==> config.mk <==
export PLATFORM = sky130hd
export DESIGN_NAME = gate_event_counter
export DESIGN_NICKNAME = d
export VERILOG_FILES = /design/src/rtl/gate_cnt_pkg.sv /design/src/rtl/gate_event_counter_sync_edge_det.sv /design/src/rtl/gate_event_counter.sv
export SDC_FILE = /design/constraint.sdc
export NUM_CORES = 1
export LEC_CHECK = 0
export ABC_AREA = 1
export CORE_MARGIN = 3
export CORE_UTILIZATION = 50
export DETAILED_ROUTE_END_ITERATION = 10
export PLACE_DENSITY = 0.77
export SYNTH_ARGS = -nofsm -noshare
export SYNTH_HDL_FRONTEND = slang
export SYNTH_SLANG_ARGS = --single-unit
==> constraint.sdc <==
create_clock -name clk -period 1.7 [get_ports clk]
set_clock_uncertainty 0.2 [all_clocks]
set_input_delay 0.51 -clock clk [delete_from_list [all_inputs] [get_ports clk]]
set_output_delay 0.51 -clock clk [all_outputs]
set_load 0.01 [all_outputs]
==> src/rtl/gate_cnt_pkg.sv <==
// gate_cnt_pkg
// Shared definitions for the gated event counter slice.
//   - gate_state_e   : measurement FSM states (2-bit encoding)
//   - DEF_CNT_W      : default event counter / result width
//   - DEF_SYNC_STAGES: default synchronizer depth on the measured signal
//   - DEF_SAT_MAX    : saturation value of a DEF_CNT_W-wide counter
package gate_cnt_pkg;

  localparam int DEF_CNT_W       = 16;
  localparam int DEF_SYNC_STAGES = 2;

  // All-ones at the default width; the counter sticks here instead of wrapping.
  localparam logic [DEF_CNT_W-1:0] DEF_SAT_MAX = '1;

  typedef enum logic [1:0] {
    WAIT_LOW = 2'd0,
    ARMED    = 2'd1,
    COUNT    = 2'd2
  } gate_state_e;

endpackage

==> src/rtl/gate_event_counter_sync_edge_det.sv <==
// sync_edge_det
// Brings an asynchronous level into the clk domain through SYNC_STAGES
// flops, then compares the synchronized value against a one-cycle-old copy
// to produce single-cycle edge strobes.
// Ports:
//   clk  in   system clock
//   rst  in   synchronous active-high reset, clears every flop to 0
//   din  in   asynchronous input level
//   rise out  1 for one cycle after din goes 0->1 (synchronized)
//   fall out  1 for one cycle after din goes 1->0 (0 when GEN_FALL=0)
// Parameters:
//   SYNC_STAGES  synchronizer depth, legal range 2..3
//   GEN_FALL     build the falling-edge detector
module sync_edge_det
  import gate_cnt_pkg::*;
#(
  parameter int SYNC_STAGES = DEF_SYNC_STAGES,
  parameter bit GEN_FALL    = 1'b1
) (
  input  logic clk,
  input  logic rst,
  input  logic din,
  output logic rise,
  output logic fall
);

  logic [SYNC_STAGES-1:0] sync_q;
  logic                   prev_q;
  logic                   s_sync;

  assign s_sync = sync_q[SYNC_STAGES-1];

  // Synchronizer chain plus the edge-detect history flop.  The first stage
  // may go metastable; only the last stage is ever looked at by logic.
  always_ff @(posedge clk) begin
    if (rst) begin
      sync_q <= '0;
      prev_q <= 1'b0;
    end else begin
      sync_q <= {sync_q[SYNC_STAGES-2:0], din};
      prev_q <= s_sync;
    end
  end

  assign rise = s_sync & ~prev_q;

  // The falling detector is only elaborated when a consumer wants it.
  if (GEN_FALL) begin : g_fall
    assign fall = ~s_sync & prev_q;
  end else begin : g_no_fall
    assign fall = 1'b0;
  end

endmodule

==> src/rtl/gate_event_counter.sv <==
// gate_event_counter
// Frequency-meter front end: counts synchronized edges of sig_in while the
// divider-generated gate is high, then latches the total on the gate's
// falling edge and strobes valid for one cycle.
// Ports:
//   clk        in   system clock (same as the divider)
//   rst        in   synchronous active-high reset
//   gate       in   measurement window, already synchronous to clk
//   sig_in     in   asynchronous signal under measurement
//   count_out  out  last latched event count (CNT_W bits), held between strobes
//   valid      out  one-cycle strobe when count_out updates
//   overflow   out  the last window saturated the counter; updates with valid
//   busy       out  high while a window is being counted
// Configuration macro:
//   GATE_CNT_BOTH_EDGE_EN  count both rising and falling sig_in edges
module gate_event_counter
  import gate_cnt_pkg::*;
#(
  parameter int CNT_W       = DEF_CNT_W,
  parameter int SYNC_STAGES = DEF_SYNC_STAGES
) (
  input  logic             clk,
  input  logic             rst,
  input  logic             gate,
  input  logic             sig_in,
  output logic [CNT_W-1:0] count_out,
  output logic             valid,
  output logic             overflow,
  output logic             busy
);

  localparam logic [CNT_W-1:0] SAT_MAX = '1;
  localparam logic [CNT_W-1:0] ONE     = CNT_W'(1);

  gate_state_e      state, state_nxt;
  logic             gate_q;
  logic             gate_rise, gate_fall;
  logic             sig_rise;
  logic             evt;
  logic [CNT_W-1:0] counter;
  logic             sat;
  logic             at_max;
  logic             clear_cnt;
  logic             latch_res;

`ifdef GATE_CNT_BOTH_EDGE_EN
  logic sig_fall;

  sync_edge_det #(
    .SYNC_STAGES (SYNC_STAGES),
    .GEN_FALL    (1'b1)
  ) u_sync (
    .clk  (clk),
    .rst  (rst),
    .din  (sig_in),
    .rise (sig_rise),
    .fall (sig_fall)
  );

  assign evt = sig_rise | sig_fall;
`else
  logic fall_unused;

  sync_edge_det #(
    .SYNC_STAGES (SYNC_STAGES),
    .GEN_FALL    (1'b0)
  ) u_sync (
    .clk  (clk),
    .rst  (rst),
    .din  (sig_in),
    .rise (sig_rise),
    .fall (fall_unused)
  );

  assign evt = sig_rise;
`endif

  // Gate delay flop used for edge detection; gate is already in the clk
  // domain so it needs no synchronizer.
  always_ff @(posedge clk) begin
    if (rst) gate_q <= 1'b0;
    else     gate_q <= gate;
  end

  assign gate_rise = gate & ~gate_q;
  assign gate_fall = ~gate & gate_q;
  assign at_max    = (counter == SAT_MAX);
  assign busy      = (state == COUNT);

  // FSM state register.
  always_ff @(posedge clk) begin
    if (rst) state <= WAIT_LOW;
    else     state <= state_nxt;
  end

  // Next-state and control decode.  WAIT_LOW insists on seeing gate low
  // first so a window already in progress at reset is never measured.
  always_comb begin
    state_nxt = state;
    clear_cnt = 1'b0;
    latch_res = 1'b0;
    unique case (state)
      WAIT_LOW: if (!gate) state_nxt = ARMED;
      ARMED: begin
        if (gate_rise) begin
          clear_cnt = 1'b1;
          state_nxt = COUNT;
        end
      end
      COUNT: begin
        if (gate_fall) begin
          latch_res = 1'b1;
          state_nxt = ARMED;
        end
      end
      default: state_nxt = WAIT_LOW;
    endcase
  end

  // Counter and result registers.  sat records an event that arrived while
  // the counter was already at its maximum, i.e. at least one event was
  // lost.  The latch includes an event coincident with gate_fall, so the
  // final increment is folded in here rather than waiting one more cycle.
  always_ff @(posedge clk) begin
    if (rst) begin
      counter   <= '0;
      sat       <= 1'b0;
      count_out <= '0;
      overflow  <= 1'b0;
      valid     <= 1'b0;
    end else begin
      valid <= latch_res;
      if (clear_cnt) begin
        counter <= '0;
        sat     <= 1'b0;
      end else if (busy && evt) begin
        if (at_max) sat     <= 1'b1;
        else        counter <= counter + ONE;
      end
      if (latch_res) begin
        count_out <= (evt && !at_max) ? counter + ONE : counter;
        overflow  <= sat | (evt & at_max);
      end
    end
  end

endmodule

=== Word level (Yosys, flattened, before mapping) ===
Index checks and enable logic that the tools add are counted.

* Add/subtract/negate cells: 1
* Equality and inequality tests: 6
* Multiplexer cells: 9
* Bitwise operators: 9
* Reduce and logical (&&, ||, !) cells: 8

{| class="wikitable"
|+ Operators by type and width
! kind !! number
|-
| $add 16x1->16 const B || 1
|-
| $eq 16x16->1 const B || 1
|-
| $mux 16 || 1
|-
| $mux 2 || 3
|-
| $pmux 2 s3 || 1
|-
| $and 1x1->1 || 4
|-
| $mux 1 || 4
|-
| $ne 2x2->1 const B || 2
|-
| $not 1->1 || 4
|-
| $reduce_and 2->1 || 2
|-
| $reduce_and 3->1 || 1
|-
| $eq 2x1->1 const B || 1
|-
| $eq 2x2->1 const B || 1
|-
| $logic_and 1x1->1 || 2
|-
| $logic_not 2->1 || 1
|-
| $ne 2x1->1 const B || 1
|-
| $reduce_or 2->1 || 1
|-
| $logic_not 1->1 || 1
|-
| $or 1x1->1 || 1
|}

* Bits in registers: 41
* Bits of input ports: 4
* Output and inout port bits: 19
* Logic and storage cells: 42

=== Depth between registers and ports, before layout ===
Gate-level depths: netlist of run 1.

* Depth after elaboration: 5
* Gate-level depth with buffers: 12
* Depth with buffers taken out: 11

=== Modules after synthesis ===
A second synthesis of run 1 with hierarchy kept.

* Cell total of the unflattened synthesis: 295
* Area total of the unflattened synthesis: 2045.7 µm²

{| class="wikitable"
|+ By module, submodules not included
! module !! times used !! cells each !! area an instance (µm²) !! seq. area each (µm²)
|-
| gate_event_counter || 1 || 283 || 1948.1 || 760.7
|-
| sync_edge_det || 1 || 12 || 97.6 || 60.1
|}

=== Least setup slack after synthesis of run 1 ===
No wires, ideal clock.

* Path kind: reg-to-reg
* From: reg counter[1]
* To: reg count_out[6]
* Setup time: 109 ps
* Arrival time: 1425 ps
* Data required time: 1391 ps
* Setup slack: -34 ps
* Stages on the path, launching flop included: 12
* Path buffers: 1
* Clock period less this slack: 1734 ps
* Cell sequence: dfxtp_1 ha_1 inv_1 nor2_1 nand2_2 nor2_4 nor2_2 buf_6 nand2_1 nand3_1 nand2_1 inv_1

* Word-level cells in the longest chain between the ends: 4
* Elaborated cells on any way between the ends: 5
* Classes of those cells: 1 x add/sub; 1 x eq/ne; 1 x mux; 2 x reduce/logical

{| class="wikitable"
|+ RTL lines
! item !! line !! RTL
|-
| start, declared || gate_event_counter.sv:40 || <nowiki>logic [CNT_W-1:0] counter;</nowiki>
|-
| start signal, assigned || gate_event_counter.sv:138 || <nowiki>else counter <= counter + ONE;</nowiki>
|-
| branches (longest 3 deep; another with $add 16x1->16) || -- ||
|-
| $mux 16 (*) || gate_event_counter.sv:141 || <nowiki>count_out <= (evt && !at_max) ? counter + ONE : counter;</nowiki>
|-
| end signal, assigned || gate_event_counter.sv:141 ||
|-
| end, declared || gate_event_counter.sv:26 || <nowiki>output logic [CNT_W-1:0] count_out,</nowiki>
|}

Mark *: on every way between the ends.
A chain may end at the register's enable or synchronous reset.

=== Final worst setup path of run 1 ===
* From: reg counter[1]
* To: reg count_out[4]

Same word-level chain as after synthesis.

==> results of run 1 <==
synthesized netlist by cell type (2+ instances only):
master	instances
inv_1	39
nor2_1	66
nand3_1	19
a21oi_1	16
nand3b_1	2
o21ai_0	20
xnor2_1	3
buf_2	3
buf_6	4
nor2_4	3
a31oi_1	3
nand2_2	4
xor2_1	4
dfxtp_1	41
nand4_1	3
nor2_2	3
nand2_1	79
clkbuf_1	3
through the flow:
stage	total power [mW]	hold slack, ns	setup TNS, ns	instances
after floorplan	1.05	0.188	0	322
after global placement	1.10	0.192	-10.54	426
after detailed placement	1.10	0.195	-11.67	426
after CTS	1.92	0.210	0	437
after global routing	1.99	0.246	-2.97	439
final	1.94	0.209	-0.0149	439
routing by layer:
metal,vias to the layer above,part of all wire,track usage
li1,1133,-,-
met1,1094,0.39,0.292
met2,111,0.48,0.398
met3,36,0.077,0.0597
met4,0,0.051,0.104
met5,-,0,0
final timing paths:
check,start,to,slack [ns],cells after the start
hold / removal,u_sync.sync_q[0],u_sync.sync_q[1],0.21,2
hold reg to reg,u_sync.sync_q[0],u_sync.sync_q[1],0.21,2
setup / recovery,counter[1],count_out[4],-0.01,10
setup reg to reg,counter[1],count_out[4],-0.01,10
logic make-up (layout without fill, tap and decap cells):
family | Yosys count | after routing | share of synthesized area
AOI/OAI and AO/OA | 42 | 42 | 0.109
xor gates and xnor gates | 7 | 7 | 0.0289
adders and majority gates | 1 | 1 | 0.00590
buffers and inverters | 51 | 118 | 0.109
and+or+nand+nor | 180 | 180 | 0.359
DFF | 41 | 41 | 0.387
power by group through the flow:
stage	clock [mW]	sequential [mW]	combinational [mW]
after detailed placement	0	0.998	0.106
after CTS	0.833	0.976	0.109
after global routing	0.880	0.976	0.131
after global placement	0	0.998	0.104
final	0.844	0.975	0.121
after floorplan	0	0.999	0.0523
sequential cells by signal, indices dropped and copies added, names as in the netlist:
register,flops
count_out,16
state,2
counter,16
overflow,1
valid,1
u_sync.prev_q,1
sat,1
u_sync.sync_q,2
gate_q,1
cell type report:
| cell class | count | share of cell area |
|---|---|---|
| tap | 50 | 0.0205 |
| clock inverter | 1 | 0.00985 |
| clock buffer | 7 | 0.0283 |
| sequential | 41 | 0.272 |
| inverter | 40 | 0.0509 |
| multi-input combinational | 230 | 0.401 |
| timing repair buffer | 70 | 0.217 |
repair_timing:
item | 4_1_cts | 5_1_grt
pin swaps | 5 | 13
resized for setup | 43 | 54
cloned | 1 | 1
endpoints found under the setup margin | 52 | 33
buffers inserted | 2 | 1
hold endpoints to repair | 0 | 0
critical path: cells and delay by family (launching register included):
| kind | cells | cell delay [ns] |
|---|---|---|
| AND/OR/NAND/NOR | 5 | 0.46 |
| flip-flops | 1 | 0.36 |
| buffers and inverters | 3 | 0.27 |
| AO/OA/AOI/OAI | 1 | 0.23 |
| adder cells (fa/ha/maj) | 1 | 0.15 |
==> results.rst, run 1 <==
.. list-table::
   :header-rows: 1

   * - Metric
     - Value
   * - Area of all placed cells without fillers
     - 3050 um^2
   * - EDFF count, synth
     - 0
   * - Clk pwr share
     - 0.435
   * - Depth of the CTS H-tree
     - 2
   * - Worst path setup slack after routing
     - -0.0149 ns
   * - Maximum capacitance violations
     - 0
   * - Share of power burned in registers
     - 0.502
   * - Detail-routed via count per cell
     - 5.41
   * - Required time at the endpoint of the critical path
     - 1.76 ns
   * - Antenna diode count
     - 0
   * - Final net count
     - 393
   * - Maximum fanout along the worst path
     - 5
   * - Remaining routing DRC violations
     - 0
   * - Most frequent standard cell in the layout excluding fill and tap cells
     - nand2_1
   * - Final wirelength
     - 6500 um
   * - Share of Yosys cell area claimed by the top area cell type
     - 0.387
   * - Clock Tree Buf Depth
     - 2
   * - Fraction of layout instances using a drive strength above 1
     - 0.303
   * - Post-synth net total
     - 327
   * - Remaining max-slew budget at the tightest pin
     - 0.757
   * - FP Rows
     - 23
   * - CTS tree
     - done
   * - Endpoint arrival time on the critical path
     - 1.77 ns
   * - Highest-delay cell along the critical path
     - dfxtp_2
   * - Endpoint type of the worst setup path
     - flop
   * - Leakage power total
     - 1.42 nW
   * - Final worst path period share
     - 1.01
   * - Async set-reset flop share out of synthesis
     - 0
   * - Synth cell types
     - 25
   * - Area taken by multi-input logic gates
     - 1220 um^2
   * - Worst VDD drop
     - 0.000353 V
   * - Total I/O pin count
     - 23
   * - Vert. Die Dim
     - 71.1 um
   * - Effective utilization at floorplan
     - 0.522
   * - Final max-slew violation count
     - 0
   * - Endpoints failing hold
     - 0
   * - Average routed wire per standard cell
     - 14.8 um
   * - Final Setup Violations
     - 1
   * - Global-route total usage across every layer
     - 0.239
   * - Number of hold buffers added after cts
     - 0
   * - Dominant register cell in the synthesized netlist
     - dfxtp_1
   * - Fmax
     - 583 MHz
   * - Top library cells by usage in the layout, fill and taps aside
     - 67 x nand2_1, 57 x nor2_1, 37 x buf_4
   * - Die width
     - 71.1 um
   * - Final core utilization
     - 0.751
   * - Switching Share
     - 0.227
   * - Post-Place Worst Slack
     - -0.393 ns
   * - Initial antenna violation count
     - 0
   * - Status
     - finished, violations left
   * - Sum of overflow across all layers after global routing
     - 0
   * - Cell internal power dissipation
     - 1.50 mW
   * - Fill cells
     - 269
   * - Slew at the pin with the worst max-slew slack
     - 0.356 ns
   * - Library cell appearing most often on the critical path
     - nand2_1
   * - Routability Congestion
     - 0.892
   * - Net Sw Power
     - 441 uW
   * - Clock-pin slew on the worst setup and hold paths
     - 0.08 ns
   * - Number of buffers inserted during clock tree synthesis
     - 5
   * - Crit Path Class
     - reg -> reg
   * - Area growth from synthesis to layout
     - 43.9%
   * - Post-synthesis instance total
     - 322
   * - Clk sink count
     - 41
   * - Register bit total from synthesis
     - 41
   * - HPWL after detailed placement
     - 3790 um
   * - PwrDens
     - 636 nW/um^2
   * - Area of the die
     - 5060 um^2
   * - Synthesized cell area
     - 2120 um^2
   * - First-pass GRT wire length
     - 9460 um
   * - Leading cell types by total area after synthesis
     - dfxtp_1 39%, nand2_1 14%, nor2_1 12%
   * - Count of routing violations after the opening detailed-route iteration
     - 142
   * - Share of synthesized area occupied by flip-flops and latches
     - 0.387
   * - Proportion of power drawn by combinational gates
     - 0.062
   * - Clock latency of the later-clocked register in the worst-skew pair
     - 0.31 ns
   * - Cell-by-cell trace of the critical path
     - ha_4 > inv_2 > nor2_2 > nand2_2 > o21ai_4 > buf_4 > nand2_1 > nand3_1 > nand2_1 > inv_1
   * - Maximum single-stage delay on the critical path
     - 0.36 ns
   * - Routed vias
     - 2374
   * - Root buf cell
     - clkbuf_8
   * - Detailed-router iteration count before antenna repair
     - 5
   * - Path class of the lowest-slack min-delay path
     - reg -> reg
   * - Average footprint of a synthesized cell
     - 6.58 um^2
   * - Final critical path time including I/O delays and setup
     - 1.71 ns
   * - Cell type with the highest aggregate area in the netlist
     - dfxtp_1
   * - Sequential cell area
     - 831 um^2
   * - Largest net degree at the start of global routing
     - 20
   * - Area of the core region
     - 4060 um^2
   * - Setup repair after global routing missed its margin
     - yes
   * - Violated checks
     - negative setup slack
   * - Dpl cell area
     - 2670 um^2
   * - Vias in the first global route
     - 2083
   * - Total number of yosys warnings
     - 0
   * - Number of antenna-violating nets in the routed design
     - 0
   * - Number of input and output port buffers inserted
     - 22
   * - Launching element type of the critical path
     - flop
No activity file was read; power rests on OpenSTA's default activity.
==> inputs of run 2 (changes only) <==
Settings changed: CTS_CLUSTER_SIZE set to 24.
==> results of run 2 <==
Final layout, timing and power as in run 1 (identical DEF).
==> inputs of run 3 (changes only) <==
Settings changed: REMOVE_ABC_BUFFERS set to 1.
==> run 3 against run 2 <==
- global-route usage is 1.8 points higher
- maximum frequency is 4.5% lower
- critical endpoint is now count_out[12]
- the flow still finishes with violations (negative setup slack)
- via count is 4.2% higher
- total power is 6.5% higher
- highest routed layer unchanged
- core utilization is 1.9 points higher
==> results.rst, run 3 (synthesis gave the netlist of run 1 again) <==
.. list-table::
   :header-rows: 1

   * - Metric
     - Value
   * - Status
     - finished, violations left (unchanged)
   * - Violated checks
     - negative setup slack (unchanged)
   * - Effective utilization at floorplan
     - 0.522 (unchanged)
   * - Final max-slew violation count
     - 0 (unchanged)
   * - Path class of the lowest-slack min-delay path
     - reg -> reg (unchanged)
   * - Maximum capacitance violations
     - 0 (unchanged)
   * - Destination of the worst hold path
     - u_sync.sync_q[1] (unchanged)
   * - Final critical path time including I/O delays and setup
     - 1.80 ns (was 1.71 ns)
   * - Area of the die
     - 5060 um^2 (unchanged)
   * - Required time at the endpoint of the critical path
     - 1.71 ns (was 1.76 ns)
   * - Sum of overflow across all layers after global routing
     - 0 (unchanged)
   * - Fmax
     - 557 MHz (was 583 MHz)
   * - Number of antenna-violating nets in the routed design
     - 0 (unchanged)
   * - Number of input and output port buffers inserted
     - 22 (unchanged)
   * - Slew at the pin with the worst max-slew slack
     - 0.373 ns (was 0.356 ns)
   * - Post-route total power
     - 2.07 mW (was 1.94 mW)
   * - Cells on worst reg2reg path
     - 11 (was 10)
   * - Detailed-router iteration count before antenna repair
     - 7 (was 5)
   * - Biggest registers after layout
     - count_out: 16 flops, counter: 16 flops (unchanged)
   * - Final worst path period share
     - 1.06 (was 1.01)
   * - Global-route total usage across every layer
     - 0.257 (was 0.239)
   * - Net Sw Power
     - 458 uW (was 441 uW)
   * - Maximum fanout along the worst path
     - 3 (was 5)
   * - Average routed wire per standard cell
     - 16.6 um (was 14.8 um)
   * - Final wirelength
     - 7370 um (was 6500 um)
   * - Final core utilization
     - 0.770 (was 0.751)
   * - Switching Share
     - 0.221 (was 0.227)
   * - Fraction of layout instances using a drive strength above 1
     - 0.331 (was 0.303)
   * - Initial antenna violation count
     - 0 (unchanged)
   * - Total stage count of the critical path
     - 11 (was 10)
   * - Library cell appearing most often on the critical path
     - nand2_1 (unchanged)
   * - Share of power burned in registers
     - 0.471 (was 0.502)
   * - PwrDens
     - 661 nW/um^2 (was 636 nW/um^2)
   * - Count of routing violations after the opening detailed-route iteration
     - 241 (was 142)
   * - Final net count
     - 397 (was 393)
   * - Final cell count without fillers
     - 443 (was 439)
   * - Highest-delay cell along the critical path
     - dfxtp_2 (unchanged)
   * - Dpl cells
     - 426 (unchanged)
   * - Launching element type of the critical path
     - flop (unchanged)
   * - Area growth from synthesis to layout
     - 47.4% (was 43.9%)
   * - Clock Tree Buf Depth
     - 2 (unchanged)
   * - Endpoints failing hold
     - 0 (unchanged)
   * - Vias in the first global route
     - 2285 (was 2083)
   * - Largest net degree at the start of global routing
     - 20 (unchanged)
   * - Cell-by-cell trace of the critical path
     - ha_4 > buf_4 > nand3_2 > nor2_2 > nand2_1 > nand2_1 > nand2_1 > nand2_1 > nand3_2 > nand2_1 > inv_1 (was ha_4 > inv_2 > nor2_2 > nand2_2 > o21ai_4 > buf_4 > nand2_1 > nand3_1 > nand2_1 > inv_1)
   * - Top library cells by usage in the layout, fill and taps aside
     - 65 x nand2_1, 58 x nor2_1, 37 x buf_4 (was 67 x nand2_1, 57 x nor2_1, 37 x buf_4)
   * - Reg-to-reg endpoint
     - count_out[12] (was count_out[4])
   * - Number of buffers inserted during clock tree synthesis
     - 5 (unchanged)
   * - First-pass GRT wire length
     - 10200 um (was 9460 um)
   * - Proportion of power drawn by combinational gates
     - 0.067 (was 0.062)
   * - Fill cells
     - 289 (was 269)
   * - FP Rows
     - 23 (unchanged)
   * - Area of all placed cells without fillers
     - 3120 um^2 (was 3050 um^2)
   * - Leakage power total
     - 1.42 nW (about the same)
   * - Antenna diode count
     - 0 (unchanged)
   * - CTS tree
     - done (unchanged)
   * - Die width
     - 71.1 um (unchanged)
   * - Area of the core region
     - 4060 um^2 (unchanged)
   * - Clock latency of the later-clocked register in the worst-skew pair
     - 0.31 ns (about the same)
   * - Worst min-delay path startpoint
     - u_sync.sync_q[0] (unchanged)
   * - Detail-routed via count per cell
     - 5.58 (was 5.41)
   * - Routed vias
     - 2473 (was 2374)
   * - Buf/Inv on CP
     - 2 (was 3)
   * - Most frequent standard cell in the layout excluding fill and tap cells
     - nand2_1 (unchanged)
   * - Post-Place Worst Slack
     - -0.418 ns (was -0.393 ns)
   * - Crit Path Class
     - reg -> reg (unchanged)
   * - Final Setup Violations
     - 12 (was 1)
   * - Aggregate negative setup slack
     - -0.377 ns (was -0.0149 ns)
   * - Endpoint type of the worst setup path
     - flop (unchanged)
   * - Remaining max-slew budget at the tightest pin
     - 0.749 (was 0.757)
   * - Clk sink count
     - 41 (unchanged)
   * - Root buf cell
     - clkbuf_8 (unchanged)
   * - Flop-to-flop setup slack
     - -0.1 ns (was -0.01 ns)
   * - Cell internal power dissipation
     - 1.61 mW (was 1.50 mW)
   * - Worst path setup slack after routing
     - -0.0964 ns (was -0.0149 ns)
   * - Worst VDD drop
     - 0.000488 V (was 0.000353 V)
   * - Endpoint arrival time on the critical path
     - 1.80 ns (was 1.77 ns)
   * - Number of hold buffers added after cts
     - 0 (unchanged)
   * - Hold Path Depth
     - 2 (unchanged)
   * - Clock-pin slew on the worst setup and hold paths
     - 0.09 ns (was 0.08 ns)
   * - Clk pwr share
     - 0.462 (was 0.435)
   * - Worst r2r src
     - counter[1] (unchanged)
   * - HPWL after detailed placement
     - 3950 um (was 3790 um)
   * - Worst slack on hold paths
     - 0.221 ns (was 0.209 ns)
   * - Vert. Die Dim
     - 71.1 um (unchanged)
   * - Remaining routing DRC violations
     - 0 (unchanged)
   * - Dpl cell area
     - 2660 um^2 (was 2670 um^2)
   * - Total I/O pin count
     - 23 (unchanged)
   * - Top cell family by delay on the critical path
     - simple AND/OR/NAND/NOR gates (unchanged)
   * - Routability Congestion
     - 0.879 (was 0.892)
   * - Setup repair after global routing missed its margin
     - yes (unchanged)
   * - Maximum single-stage delay on the critical path
     - 0.36 ns (about the same)
   * - Depth of the CTS H-tree
     - 2 (unchanged)
[run 3: changes by cell type in the layout (fill, tap and decap cells not counted), moves of 3 or more]
cell     delta
o21ai_0     -3
dfxtp_2     +3
o21ai_2     +3
dfxtp_1     -4
buf_6       +4
inv_2       -3
[run 3: what timing repair did]
action | CTS | global route
gates resized for setup | 37 | 82
gates cloned | 2 | 2
pin swaps | 7 | 24
buffers inserted | 3 | 2
endpoints found under the setup margin | 48 | 33
[run 3: power groups by stage]
stage	combinational [mW]	sequential, mW	clock (mW)
final	0.137	0.974	0.955
after global routing	0.147	0.975	0.981
after CTS	0.113	0.976	0.941
after detailed placement	0.106	0.998	0
after global placement	0.103	0.998	0
after floorplan	0.0411	0.999	0
[run 3: area by class of cell]
type	count	area, um^2	share of cell area
well taps	50	62.6	0.0200
clock inverters	3	65.1	0.0208
multi-input cells	230	1240	0.398
repair inverters	2	13.8	0.00441
inverters	40	161	0.0517
repair buffers	72	669	0.214
flip-flops and latches	41	838	0.268
clock buffers	5	68.8	0.0220
[run 3: routing by layer]
| metal | part of all wire | vias to the layer above | GRT usage |
|---|---|---|---|
| li1 | - | 1139 | - |
| met1 | 0.38 | 1157 | 0.290 |
| met2 | 0.50 | 133 | 0.439 |
| met3 | 0.077 | 44 | 0.0739 |
| met4 | 0.046 | 0 | 0.132 |
| met5 | 0 | - | 0 |
[run 3: how the worst max path moves through the flow]
stage,startpoint,endpoint,slack (ns)
final,counter[1],count_out[12],-0.1
after global routing,counter[1],counter[14],-0.17
after CTS,u_sync.sync_q[1],count_out[9],0.002
after detailed placement,gate,count_out[2],-0.42
after global placement,gate,counter[0],-0.38
after floorplan,state[1],count_out[9],-0.42
[run 3: worst min-delay path, stage by stage (launching register included)]
cell	delay, ns
dfxtp_1	0.31
inv_1	0.05
nor2_1	0.03
